$ cat src/rtl/ws_stream_ctrl_if.sv
// Host-side bus between the stream controller and one pio instance.
// The master drives program/config/FIFO writes; the slave reports the per-SM TX-full flags.
interface ws_stream_ctrl_if;
    logic [31:0] pio_din;
    logic [4:0]  pio_index;
    logic [3:0]  pio_action;
    logic [1:0]  pio_mindex;
    logic [3:0]  pio_full;

    modport master (
        output pio_din,
        output pio_index,
        output pio_action,
        output pio_mindex,
        input  pio_full
    );

    modport slave (
        input  pio_din,
        input  pio_index,
        input  pio_action,
        input  pio_mindex,
        output pio_full
    );
endinterface

$ cat src/rtl/ws_stream_ctrl.sv
// Loads the pio program and configuration after reset, then streams a brightness-scaled
// pixel buffer into one state machine's TX FIFO with a latch gap after every frame.
//
// state    | meaning
// S_LOAD   | write PROG_LEN program words (action 1)
// S_CONF   | apply CONF_LEN configuration words from the config ROM
// S_IDLE   | configured, waiting for start or cont
// S_STREAM | push pixels 0..NUM_PIX-1, one push at most every other cycle
// S_GAP    | GAP_CYCLES latch gap, frame_done on the final cycle
module ws_stream_ctrl #(
    parameter int PROG_LEN   = 32,
    parameter int CONF_LEN   = 6,
    parameter int NUM_PIX    = 16,
    parameter int MINDEX     = 0,
    parameter int GAP_CYCLES = 2000
) (
    input  logic                   clk_i,
    input  logic                   rst_i,
    output logic [4:0]             prog_addr_o,
    input  logic [15:0]            prog_data_i,
    output logic [4:0]             conf_addr_o,
    input  logic [35:0]            conf_data_i,
    input  logic                   pix_we_i,
    input  logic [7:0]             pix_waddr_i,
    input  logic [23:0]            pix_wdata_i,
    input  logic [7:0]             brightness_i,
    input  logic                   start_i,
    input  logic                   cont_i,
    ws_stream_ctrl_if.master       pio,
    output logic                   cfg_done_o,
    output logic                   busy_o,
    output logic                   frame_done_o,
    output logic [15:0]            stall_cnt_o
);

    localparam int         PW    = $clog2(NUM_PIX);
    localparam int         GW    = (GAP_CYCLES > 1) ? $clog2(GAP_CYCLES) : 1;
    localparam logic [8:0] NPIX9 = 9'(NUM_PIX);

    typedef enum logic [2:0] {
        S_LOAD,
        S_CONF,
        S_IDLE,
        S_STREAM,
        S_GAP
    } state_t;

    state_t          state_q, state_d;
    logic [4:0]      idx_q, idx_d;
    logic [PW-1:0]   p_q, p_d;
    logic [GW-1:0]   gap_q, gap_d;
    logic            pushed_q, pushed_d;
    logic            cfg_done_q, cfg_done_d;
    logic            frame_done_q, frame_done_d;
    logic [15:0]     stall_q, stall_d;
    logic [3:0]      action_q, action_d;
    logic [31:0]     din_q, din_d;
    logic [4:0]      index_q, index_d;

    logic [23:0]     pix_mem [NUM_PIX];
    logic [23:0]     pix_rd;
    logic            full_m;

    function automatic logic [7:0] scale_ch(input logic [7:0] c, input logic [7:0] b);
        logic [16:0] prod;
        prod = 17'(c) * 17'({1'b0, b} + 9'd1);
        return 8'(prod >> 8);
    endfunction

    // Buffer is not reset; the push reads the pre-write value on an address collision.
    always_ff @(posedge clk_i) begin
        if (pix_we_i && ({1'b0, pix_waddr_i} < NPIX9)) begin
            pix_mem[pix_waddr_i[PW-1:0]] <= pix_wdata_i;
        end
    end

    assign pix_rd = pix_mem[p_q];
    assign full_m = |(pio.pio_full & (4'b0001 << MINDEX));

    always_comb begin
        state_d      = state_q;
        idx_d        = idx_q;
        p_d          = p_q;
        gap_d        = gap_q;
        pushed_d     = 1'b0;
        cfg_done_d   = cfg_done_q;
        frame_done_d = 1'b0;
        stall_d      = stall_q;
        action_d     = 4'd0;
        din_d        = din_q;
        index_d      = index_q;

        case (state_q)
            S_LOAD: begin
                action_d = 4'd1;
                din_d    = {16'h0000, prog_data_i};
                index_d  = idx_q;
                if (idx_q == 5'(PROG_LEN - 1)) begin
                    idx_d   = 5'd0;
                    state_d = S_CONF;
                end else begin
                    idx_d = idx_q + 5'd1;
                end
            end
            S_CONF: begin
                action_d = conf_data_i[35:32];
                din_d    = conf_data_i[31:0];
                if (idx_q == 5'(CONF_LEN - 1)) begin
                    idx_d   = 5'd0;
                    state_d = S_IDLE;
                end else begin
                    idx_d = idx_q + 5'd1;
                end
            end
            S_IDLE: begin
                cfg_done_d = 1'b1;
                if (start_i || cont_i) begin
                    p_d     = '0;
                    state_d = S_STREAM;
                end
            end
            S_STREAM: begin
                if (full_m && (stall_q != 16'hFFFF)) begin
                    stall_d = stall_q + 16'd1;
                end
                // Skipping the cycle after a push covers the one-cycle lag of the full flag.
                if (!full_m && !pushed_q) begin
                    action_d = 4'd4;
                    din_d    = {scale_ch(pix_rd[23:16], brightness_i),
                                scale_ch(pix_rd[15:8], brightness_i),
                                scale_ch(pix_rd[7:0], brightness_i), 8'h00};
                    pushed_d = 1'b1;
                    if (p_q == PW'(NUM_PIX - 1)) begin
                        p_d     = '0;
                        gap_d   = GW'(GAP_CYCLES - 1);
                        state_d = S_GAP;
                    end else begin
                        p_d = p_q + 1'b1;
                    end
                end
            end
            S_GAP: begin
                if (gap_q == '0) begin
                    frame_done_d = 1'b1;
                    p_d          = '0;
                    state_d      = cont_i ? S_STREAM : S_IDLE;
                end else begin
                    gap_d = gap_q - 1'b1;
                end
            end
            default: state_d = S_LOAD;
        endcase
    end

    always_ff @(posedge clk_i or posedge rst_i) begin
        if (rst_i) begin
            state_q      <= S_LOAD;
            idx_q        <= 5'd0;
            p_q          <= '0;
            gap_q        <= '0;
            pushed_q     <= 1'b0;
            cfg_done_q   <= 1'b0;
            frame_done_q <= 1'b0;
            stall_q      <= 16'd0;
            action_q     <= 4'd0;
            din_q        <= 32'd0;
            index_q      <= 5'd0;
        end else begin
            state_q      <= state_d;
            idx_q        <= idx_d;
            p_q          <= p_d;
            gap_q        <= gap_d;
            pushed_q     <= pushed_d;
            cfg_done_q   <= cfg_done_d;
            frame_done_q <= frame_done_d;
            stall_q      <= stall_d;
            action_q     <= action_d;
            din_q        <= din_d;
            index_q      <= index_d;
        end
    end

    assign prog_addr_o    = (state_q == S_LOAD) ? idx_q : 5'd0;
    assign conf_addr_o    = (state_q == S_CONF) ? idx_q : 5'd0;
    assign pio.pio_din    = din_q;
    assign pio.pio_index  = index_q;
    assign pio.pio_action = action_q;
    assign pio.pio_mindex = 2'(MINDEX);
    assign cfg_done_o     = cfg_done_q;
    assign busy_o         = (state_q == S_STREAM) || (state_q == S_GAP);
    assign frame_done_o   = frame_done_q;
    assign stall_cnt_o    = stall_q;

endmodule

$ cat src/flat_wrapper.sv
// flat-port wrapper written by rule: the top's interface ports become plain ports
module ws_stream_ctrl_flat 
#(
    parameter int PROG_LEN   = 32,
    parameter int CONF_LEN   = 6,
    parameter int NUM_PIX    = 16,
    parameter int MINDEX     = 0,
    parameter int GAP_CYCLES = 2000
)
  (clk_i, rst_i, prog_addr_o, prog_data_i, conf_addr_o, conf_data_i, pix_we_i, pix_waddr_i, pix_wdata_i, brightness_i, start_i, cont_i, cfg_done_o, busy_o, frame_done_o, stall_cnt_o, pio_pio_din, pio_pio_index, pio_pio_action, pio_pio_mindex, pio_pio_full);
  ws_stream_ctrl_if pio_i ();
  input  logic clk_i;
  input  logic rst_i;
  output logic [4:0] prog_addr_o;
  input  logic [15:0] prog_data_i;
  output logic [4:0] conf_addr_o;
  input  logic [35:0] conf_data_i;
  input  logic pix_we_i;
  input  logic [7:0] pix_waddr_i;
  input  logic [23:0] pix_wdata_i;
  input  logic [7:0] brightness_i;
  input  logic start_i;
  input  logic cont_i;
  output logic cfg_done_o;
  output logic busy_o;
  output logic frame_done_o;
  output logic [15:0] stall_cnt_o;
  output wire logic [$bits(pio_i.pio_din)-1:0] pio_pio_din;
  output wire logic [$bits(pio_i.pio_index)-1:0] pio_pio_index;
  output wire logic [$bits(pio_i.pio_action)-1:0] pio_pio_action;
  output wire logic [$bits(pio_i.pio_mindex)-1:0] pio_pio_mindex;
  input wire logic [$bits(pio_i.pio_full)-1:0] pio_pio_full;
  assign pio_pio_din = pio_i.pio_din;
  assign pio_pio_index = pio_i.pio_index;
  assign pio_pio_action = pio_i.pio_action;
  assign pio_pio_mindex = pio_i.pio_mindex;
  assign pio_i.pio_full = pio_pio_full;
  ws_stream_ctrl #(.PROG_LEN(PROG_LEN), .CONF_LEN(CONF_LEN), .NUM_PIX(NUM_PIX), .MINDEX(MINDEX), .GAP_CYCLES(GAP_CYCLES)) u_core (.clk_i(clk_i), .rst_i(rst_i), .prog_addr_o(prog_addr_o), .prog_data_i(prog_data_i), .conf_addr_o(conf_addr_o), .conf_data_i(conf_data_i), .pix_we_i(pix_we_i), .pix_waddr_i(pix_waddr_i), .pix_wdata_i(pix_wdata_i), .brightness_i(brightness_i), .start_i(start_i), .cont_i(cont_i), .pio(pio_i), .cfg_done_o(cfg_done_o), .busy_o(busy_o), .frame_done_o(frame_done_o), .stall_cnt_o(stall_cnt_o));
endmodule
$ cat config.mk
export PLATFORM = sky130hd
export DESIGN_NAME = ws_stream_ctrl_flat
export DESIGN_NICKNAME = d
export VERILOG_FILES = /design/src/rtl/ws_stream_ctrl_if.sv /design/src/rtl/ws_stream_ctrl.sv /design/src/flat_wrapper.sv
export SDC_FILE = /design/constraint.sdc
export NUM_CORES = 1
export LEC_CHECK = 0
export ABC_AREA = 1
export CORE_MARGIN = 2
export CORE_UTILIZATION = 56
export DETAILED_ROUTE_END_ITERATION = 12
export PLACE_DENSITY = 0.76
export SYNTH_ARGS = -nofsm -noshare
export SYNTH_HDL_FRONTEND = slang
export SYNTH_SLANG_ARGS = --single-unit
$ cat constraint.sdc
create_clock -name clk_i -period 6.6 [get_ports clk_i]
set_clock_uncertainty 0.1 [all_clocks]
set_input_delay 0.66 -clock clk_i [delete_from_list [all_inputs] [get_ports clk_i]]
set_output_delay 0.66 -clock clk_i [all_outputs]
set_load 0.1 [all_outputs]
After elaboration in Yosys (flattened, before gate mapping)
Memories as Yosys holds them, arrays and structs flattened.
Cells that the tools add are included.
W data, S select, Z words.

storage, ports and cells
  bits in writable memories = 384
  output and inout bits = 72
  logic and storage cells = 86
  bits of input ports = 101
  register bits after elaboration = 83
  memories kept = 1

memories
  memory          words  bits a word  read ports  clocked after memory_dff  write ports  line                  source
  u_core.pix_mem  16     24           1           0                         1            ws_stream_ctrl.sv:60  logic [23:0] pix_mem [NUM_PIX];

operators by class
  equality and inequality tests = 15
  magnitude comparators = 1
  reduce and logical (&&, ||, !) cells = 18
  add/subtract/negate cells = 5
  mux-type cells = 32
  multipliers = 3

operator list
  cell                     count
  $pmux W32 S3             1
  $mul A8 B17 Y16          3
  $mux W11                 3
  $mux W32                 1
  $pmux W4 S3              2
  $pmux W11 S2             1
  $mux W3                  7
  $mux W5                  4
  $add A16 B1 Y16 const B  1
  $mux W4                  4
  $ne A16 B16 Y1 const B   1
  $pmux W3 S5              1
  $ne A2 B1 Y1 const B     6
  $logic_not A11 Y1        1
  $sub A11 B1 Y11 const B  1
  $pmux W5 S2              1
  $add A8 B1 Y9 const B    1
  $lt A8 B5 Y1 const B     1
  $reduce_and A4 Y1        2
  $mux W1                  7
  $eq A3 B2 Y1 const B     2
  $reduce_and A6 Y1        1
  $reduce_bool A3 Y1       2
  $add A5 B1 Y5 const B    1
  other kinds (13)         19

Depth between registers and ports, before layout
Gate-level depths: netlist of run 1.

  word-level depth = 4
  mapped depth = 32
  gate-level depth less buffers = 28

Least setup slack after synthesis of run 1
No wires, ideal clock.

  path type = input -> register
  start point = input brightness_i[0]
  end point = register u_core.din_q[23], in the netlist u_core.pio.pio_din[23]
  required time = 6.380 ns
  buffers on the path = 1
  setup time = 0.120 ns
  data arrival time = 5.312 ns
  path slack = 1.068 ns
  stages = 26
  cell sequence = ha_1 nand2_1 inv_1 nand2_1 nor2_1 xor2_1 inv_1 clkbuf_1 nor2_1 fa_1 fa_1 fa_1 inv_1 fa_1 inv_1 ha_1 a21oi_1 inv_1 a31oi_1 nor2_1 nor3_1 nand3_1 nand3_1 nand2_1 nand2_1 nand2_1

between the ends
  longest elaborated chain between the ends = 4

RTL lines
  element               line                   source
  from (decl)           flat_wrapper.sv:21     input logic [7:0] brightness_i;
  $add A8 B1 Y9         ws_stream_ctrl.sv:66   prod = 17'(c) * 17'({1'b0, b} + 9'd1);
  $mul A8 B17 Y16       ws_stream_ctrl.sv:66
  $mux W32              ws_stream_ctrl.sv:127  if (!full_m && !pushed_q) begin
  $pmux W32 S3          ws_stream_ctrl.sv:93   case (state_q)
  to (signal assigned)  ws_stream_ctrl.sv:178  din_q <= din_d;
  to (decl)             ws_stream_ctrl.sv:57   logic [31:0] din_q, din_d;

Every way passes these cells. The select of a mux whose other input is x is not followed.
A chain may end at the register's enable or synchronous reset.

Worst setup path in the final report of run 1
  start point = register u_core.p_q[0]
  end point = register u_core.din_q[31], in the netlist u_core.pio.pio_din[31]

between the ends
  longest elaborated chain between the ends = 4

RTL lines
  element                 line                   source
  from (decl)             ws_stream_ctrl.sv:50   logic [PW-1:0] p_q, p_d;
  from (signal assigned)  ws_stream_ctrl.sv:171  p_q <= p_d;
  $mem_v2 Z16 W24         n/a
  $mul A8 B17 Y16         ws_stream_ctrl.sv:66
  $mux W32                ws_stream_ctrl.sv:127
  $pmux W32 S3            ws_stream_ctrl.sv:93

Every way passes these cells. The select of a mux whose other input is x is not followed.

==> results of run 1 <==
==> stage by stage <==
| stage | cell area (sq um) | util [%] | hold WS, ns |
|---|---|---|---|
| final | 29800 | 65.6 | 0.377 |
| after CTS | 29800 | 65.6 | 0.380 |
| after floorplan | 25900 | - | 0.351 |
| after global routing | 29800 | 65.6 | 0.405 |
| after global placement | 28200 | 62.1 | 0.364 |
| after detailed placement | 28200 | 62.1 | 0.365 |
==> cell families after synthesis <==
| kind of cell | after synthesis | synth area share (%) |
|---|---|---|
| XOR/XNOR | 35 | 1.18 |
| other | 1 | 0.0145 |
| AND/OR/NAND/NOR | 1012 | 15.9 |
| AO/OA/AOI/OAI | 401 | 9.21 |
| buffers and inverters | 431 | 6.80 |
| adder cells (fa/ha/maj) | 223 | 14.3 |
| flip-flops | 467 | 52.6 |
==> worst max-delay path, cell delays in order, from the launching register on <==
cell and delay [ns]:
dfrtp_4 0.48, buf_12 0.43, o21ai_0 0.23, o221ai_1 0.24, o211ai_1 0.14, nand2_1 0.35, inv_2 0.13, nor2_1 0.16
fa_1 0.43, fa_1 0.47, fa_1 0.49, inv_1 0.04, fa_1 0.47, inv_1 0.04, ha_1 0.32, a21oi_1 0.33
o21ai_0 0.19, a221oi_1 0.35, nand2_1 0.09, nand2_1 0.07, nand3_1 0.08, a21oi_1 0.14
==> registers in the layout, indices dropped and copies added (netlist names) <==
register / cells
u_core.pio.pio_action: 4
u_core.pushed_q: 1
u_core.pix_mem: 384
u_core.pio.pio_index: 5
u_core.stall_cnt_o: 16
u_core.cfg_done_o: 1
u_core.gap_q: 11
u_core.p_q: 4
u_core.state_q: 3
u_core.frame_done_o: 1
u_core.pio.pio_din: 32
u_core.idx_q: 5
==> layer usage <==
| metal | routed length (microns) | share of wire (%) | vias to the layer above |
|---|---|---|---|
| met1 | 26000 | 40 | 9413 |
| met2 | 32900 | 50 | 776 |
| met5 | 0 | 0 | - |
| li1 | - | - | 8936 |
| met4 | 1820 | 2.8 | 0 |
| met3 | 4730 | 7.2 | 134 |
==> area by class of cell <==
class / count / area share (%)
multi-input combinational: 1673 / 35.4
tap: 600 / 2.51
clock buffer: 57 / 4.14
timing repair buffer: 214 / 7.03
antenna: 1 / 0.00838
sequential: 467 / 45.6
inverter: 323 / 4.07
clock inverter: 33 / 1.22
==> final timing paths <==
path,start,endpoint,cells past startpoint
max reg2reg,u_core.p_q[0]$_DFFE_PP0P_,u_core.pio.pio_din[31]$_DFFE_PP0P_,21
min reg2reg,u_core.pio.pio_din[27]$_DFFE_PP0P_,u_core.pio.pio_din[27]$_DFFE_PP0P_,2
min,u_core.pio.pio_din[27]$_DFFE_PP0P_,u_core.pio.pio_din[27]$_DFFE_PP0P_,2
max,u_core.p_q[0]$_DFFE_PP0P_,u_core.pio.pio_din[31]$_DFFE_PP0P_,21
max in group asynchronous,rst_i,u_core.p_q[0]$_DFFE_PP0P_,3
min in group asynchronous,rst_i,u_core.stall_cnt_o[9]$_DFFE_PP0P_,3
==> Yosys cell counts (14+ instances only) <==
cell type	number	share of area (%)
buf_2	26	0.50
nand3_1	132	2.6
clkbuf_1	59	0.86
o221ai_1	43	1.5
o22ai_1	18	0.44
dfrtp_1	83	8.0
nand2_1	382	5.5
xor2_1	21	0.71
xnor2_1	14	0.47
fa_1	120	9.3
inv_1	297	4.3
a21oi_1	65	1.3
nor2_1	436	6.3
inv_2	22	0.32
ha_1	103	5.0
edfxtp_1	384	45
o21ai_0	195	3.8
nor3_1	20	0.39
o211ai_1	33	0.96
==> results_dict.tcl, run 1 <==
set metrics [dict create \
    tightest_slew_ns 1.08 \
    critPathKind "reg2reg" \
    grt_usage_pct 27.8 \
    first_global_vias 19309 \
    synth_edf_count 384 \
    ys.warnings.count 0 \
    ys_seq_area_share_pct 52.6 \
    grt_max_degree 149 \
    syn_to_final_growth_pct 15.4 \
    layout_setup_ws_ns 0.635 \
    status "finished clean" \
    ys.flop_type "edfxtp_1" \
    dp.cells 3277 \
    synth_area_per_cell_sq_um 10.1 \
    drtPass1Iterations 6 \
    num_vias 19259 \
    grt_overflow 0 \
    cts.path.max_buffers 3 \
    post-cts-setup-buffers 0 \
    core_sq_um 45500 \
    min_period_ns 5.96 \
    met2_usage_pct 49.0 \
    antenna_left 0 \
    numCtsBuffers 48 \
    max_freq_ghz 0.168 \
    top_usage_layer "met2" \
    htreeDepth 2 \
    cts_tree "built" \
    maxCapViolCount 0 \
    register_area_sq_um 13600 \
    hold_buffers 0 \
    final_common_cell "nor2_1" \
    first_iter_violations 1932 \
    grt_util_met3_pct 3.92 \
    crit_fanout 148 \
    die_h_microns 219 \
    rsz0062_at_grt "false" \
    synth_cell_types 45 \
    grt_pass1_wl_microns 103000 \
    cts_resized 0 \
    insertion_delay_ns 0.61 \
    critPathLaunchType "flip-flop" \
    setup_viol 0 \
    cts-root-buf "clkbuf_16" \
    hold_viol 0 \
    rrSetupSlack_ns 0.64 \
    synthesis.instances 2570 \
    multiInputGateArea_sq_um 10600 \
    start_util_pct 56.9 \
    place_congestion 0.907 \
    drc 0 \
    pre_cts_ws_ns 0.276 \
    dieWidth_microns 219 \
    ys_seq_elements 467 \
    vias_per_cell 5.72 \
    drive_gt1_share_pct 6.65 \
    routed_wl_microns 65500 \
    critPathCaptureType "flip-flop" \
    use_met1_pct 35.1 \
    dp_hpwl_microns 41700 \
    layout.nets 3051 \
    hold_class "reg2reg" \
    crit_required_ns 7.01 \
    avgRoutedWirePerCell_microns 19.4 \
    antenna_found_initial 1 \
    synth_area_sq_um 25900 \
    synthArstFlopShare_pct 17.8 \
    io_pins 173 \
    die-area_sq_um 47900 \
    fin_setup_tns_ns 0 \
    layout_common_cells "nor2_1, edfxtp_1, nand2_1" \
    slew_violations 0 \
    num_rows 78 \
    final_cells 3368 \
    clk_pin_slew_ns 0.06 \
    period_share_pct 90.4 \
    fillerInstances 3459 \
    max_slew_margin_pct 28.1 \
    place.port_buffers 167 \
    worstPathArrival_ns 6.37 \
    clock-sinks 467 \
]
Power of run 1 is left out: the tool's default activity adds up to more than one toggle a clock period on the data nets, which glitch-free logic cannot reach.
==> run 2, diff against run 1 <==
- CTS_CLUSTER_DIAMETER: not set -> 150
- SKIP_LAST_GASP: not set -> 1
==> results of run 2 <==
Same layout as run 1: the final DEF is identical, and so are final timing and power.
Power of run 2 is left out for the same reason.
==> run 3, diff against run 2 <==
- CORE_MARGIN: 2 -> not set
==> run 3 against run 2 <==
Compared with the run above:
- global-route usage up 0.84 points
- die area down 1.8%
- hold slack worse by 0.10 ns
- cell count up 0.12%
- utilization about the same
- wire length up 1.3%
==> results_dict.tcl, run 3 (synthesis gave the netlist of run 1 again) <==
set metrics [dict create \
    drtPass1Iterations 6 \
    drc 0 \
    crit_required_ns 6.99 \
    num_rows 78 \
    insertion_delay_ns 0.62 \
    layout.nets 3054 \
    maxCapViolCount 0 \
    grt_max_degree 205 \
    place_congestion 0.913 \
    clk_pin_slew_ns 0.06 \
    r2r-start "u_core.p_q[0]$_DFFE_PP0P_" \
    worstPathArrival_ns 6.62 \
    clock-sinks 467 \
    antenna_found_initial 2 \
    first_iter_violations 2046 \
    crit_fanout 204 \
    hold_viol 0 \
    cp-startpoint "u_core.p_q[0]$_DFFE_PP0P_" \
    numCtsBuffers 48 \
    num_vias 19390 \
    grt_overflow 0 \
    fin_setup_tns_ns 0 \
    dieWidth_microns 217 \
    slew_violations 0 \
    routed_wl_microns 66300 \
    period_share_pct 94.3 \
    rsz0062_at_grt "false" \
    htreeDepth 2 \
    largest_reg_flops 384 \
    start_util_pct 56.9 \
    vias_per_cell 5.75 \
    hold_class "in2async" \
    die_h_microns 217 \
    core_sq_um 45500 \
    post-cts-setup-buffers 0 \
    max_freq_ghz 0.161 \
    cts_resized 0 \
    layout_common_cells "nor2_1, edfxtp_1, nand2_1" \
    tightest_slew_ns 1.02 \
    io_pins 173 \
    avgRoutedWirePerCell_microns 19.7 \
    drive_gt1_share_pct 6.90 \
    critPathKind "reg2reg" \
    status "finished clean" \
    grt_usage_pct 28.6 \
    critPathLaunchType "flip-flop" \
    die-area_sq_um 47100 \
    final_util_pct 65.7 \
    hold_buffers 0 \
    antenna_left 0 \
    first_global_vias 19529 \
    dp_hpwl_microns 42000 \
    setup_viol 0 \
    final_common_cell "nor2_1" \
    place.port_buffers 167 \
    cts_tree "built" \
    grt_pass1_wl_microns 104000 \
    cts-root-buf "clkbuf_16" \
    min_period_ns 6.22 \
    critPathCaptureType "flip-flop" \
    max_slew_margin_pct 32.0 \
    cts.path.max_buffers 3 \
    syn_to_final_growth_pct 15.4 \
]
-- run 3: final timing paths --
check	end	slack [ns]	cells past startpoint
min in group clk_i	u_core.pio.pio_din[20]$_DFFE_PP0P_	0.39	2
worst max register to register	u_core.pio.pio_din[14]$_DFFE_PP0P_	0.38	22
worst min register to register	u_core.pio.pio_din[20]$_DFFE_PP0P_	0.39	2
max in group asynchronous	u_core.p_q[0]$_DFFE_PP0P_	4.96	3
worst min-delay path	u_core.pio.pio_din[5]$_DFFE_PP0P_	0.28	2
worst max-delay path	u_core.pio.pio_din[14]$_DFFE_PP0P_	0.38	22
-- run 3: cell type report --
type	instances	area (sq um)
antenna	2	5.00
fill	3545	15600
multi-input combinational	1673	10600
sequential	467	13600
tap	600	751
inverter	323	1220
clock buffer	55	1230
clock inverter	35	374
timing repair buffer	217	2110
-- run 3: worst max-delay path: stages, from the launching register on --
cell and delay, ns:
dfrtp_4 0.44, buf_12 0.53, o21ai_0 0.26, o221ai_1 0.27, nand3_1 0.09, nand2_1 0.26, inv_2 0.15, nor2_1 0.16
fa_1 0.48, fa_1 0.48, fa_1 0.52, inv_1 0.05, fa_1 0.47, inv_1 0.04, ha_1 0.33, a21oi_1 0.31
o21ai_0 0.18, a211oi_1 0.30, nand3_1 0.11, nand3_1 0.17, nand2_1 0.07, nand2_1 0.06, nand2_1 0.04
-- run 3: per-stage QoR --
step | worst slack [ns] | hold slack [ns] | cells | area, sq um
CTS | 0.497 | 0.272 | 3370 | 29900
finish | 0.376 | 0.276 | 3372 | 29900
global placement | 0.348 | 0.365 | 3280 | 28300
floorplan | 1.07 | 0.351 | 2571 | 25900
global route | 0.00486 | 0.303 | 3372 | 29900
detailed placement | 0.307 | 0.366 | 3280 | 28300
-- run 3: per-layer routing --
| layer | share of wire [%] | wire (microns) | global-route usage (%) | up-vias |
|---|---|---|---|---|
| met5 | 0 | 0 | 0 | - |
| met3 | 7.5 | 4960 | 4.71 | 148 |
| met4 | 3.3 | 2210 | 11.9 | 0 |
| met2 | 50 | 32900 | 49.3 | 825 |
| met1 | 40 | 26200 | 35.8 | 9482 |
| li1 | - | - | - | 8935 |
Power of run 3 is left out for the same reason.
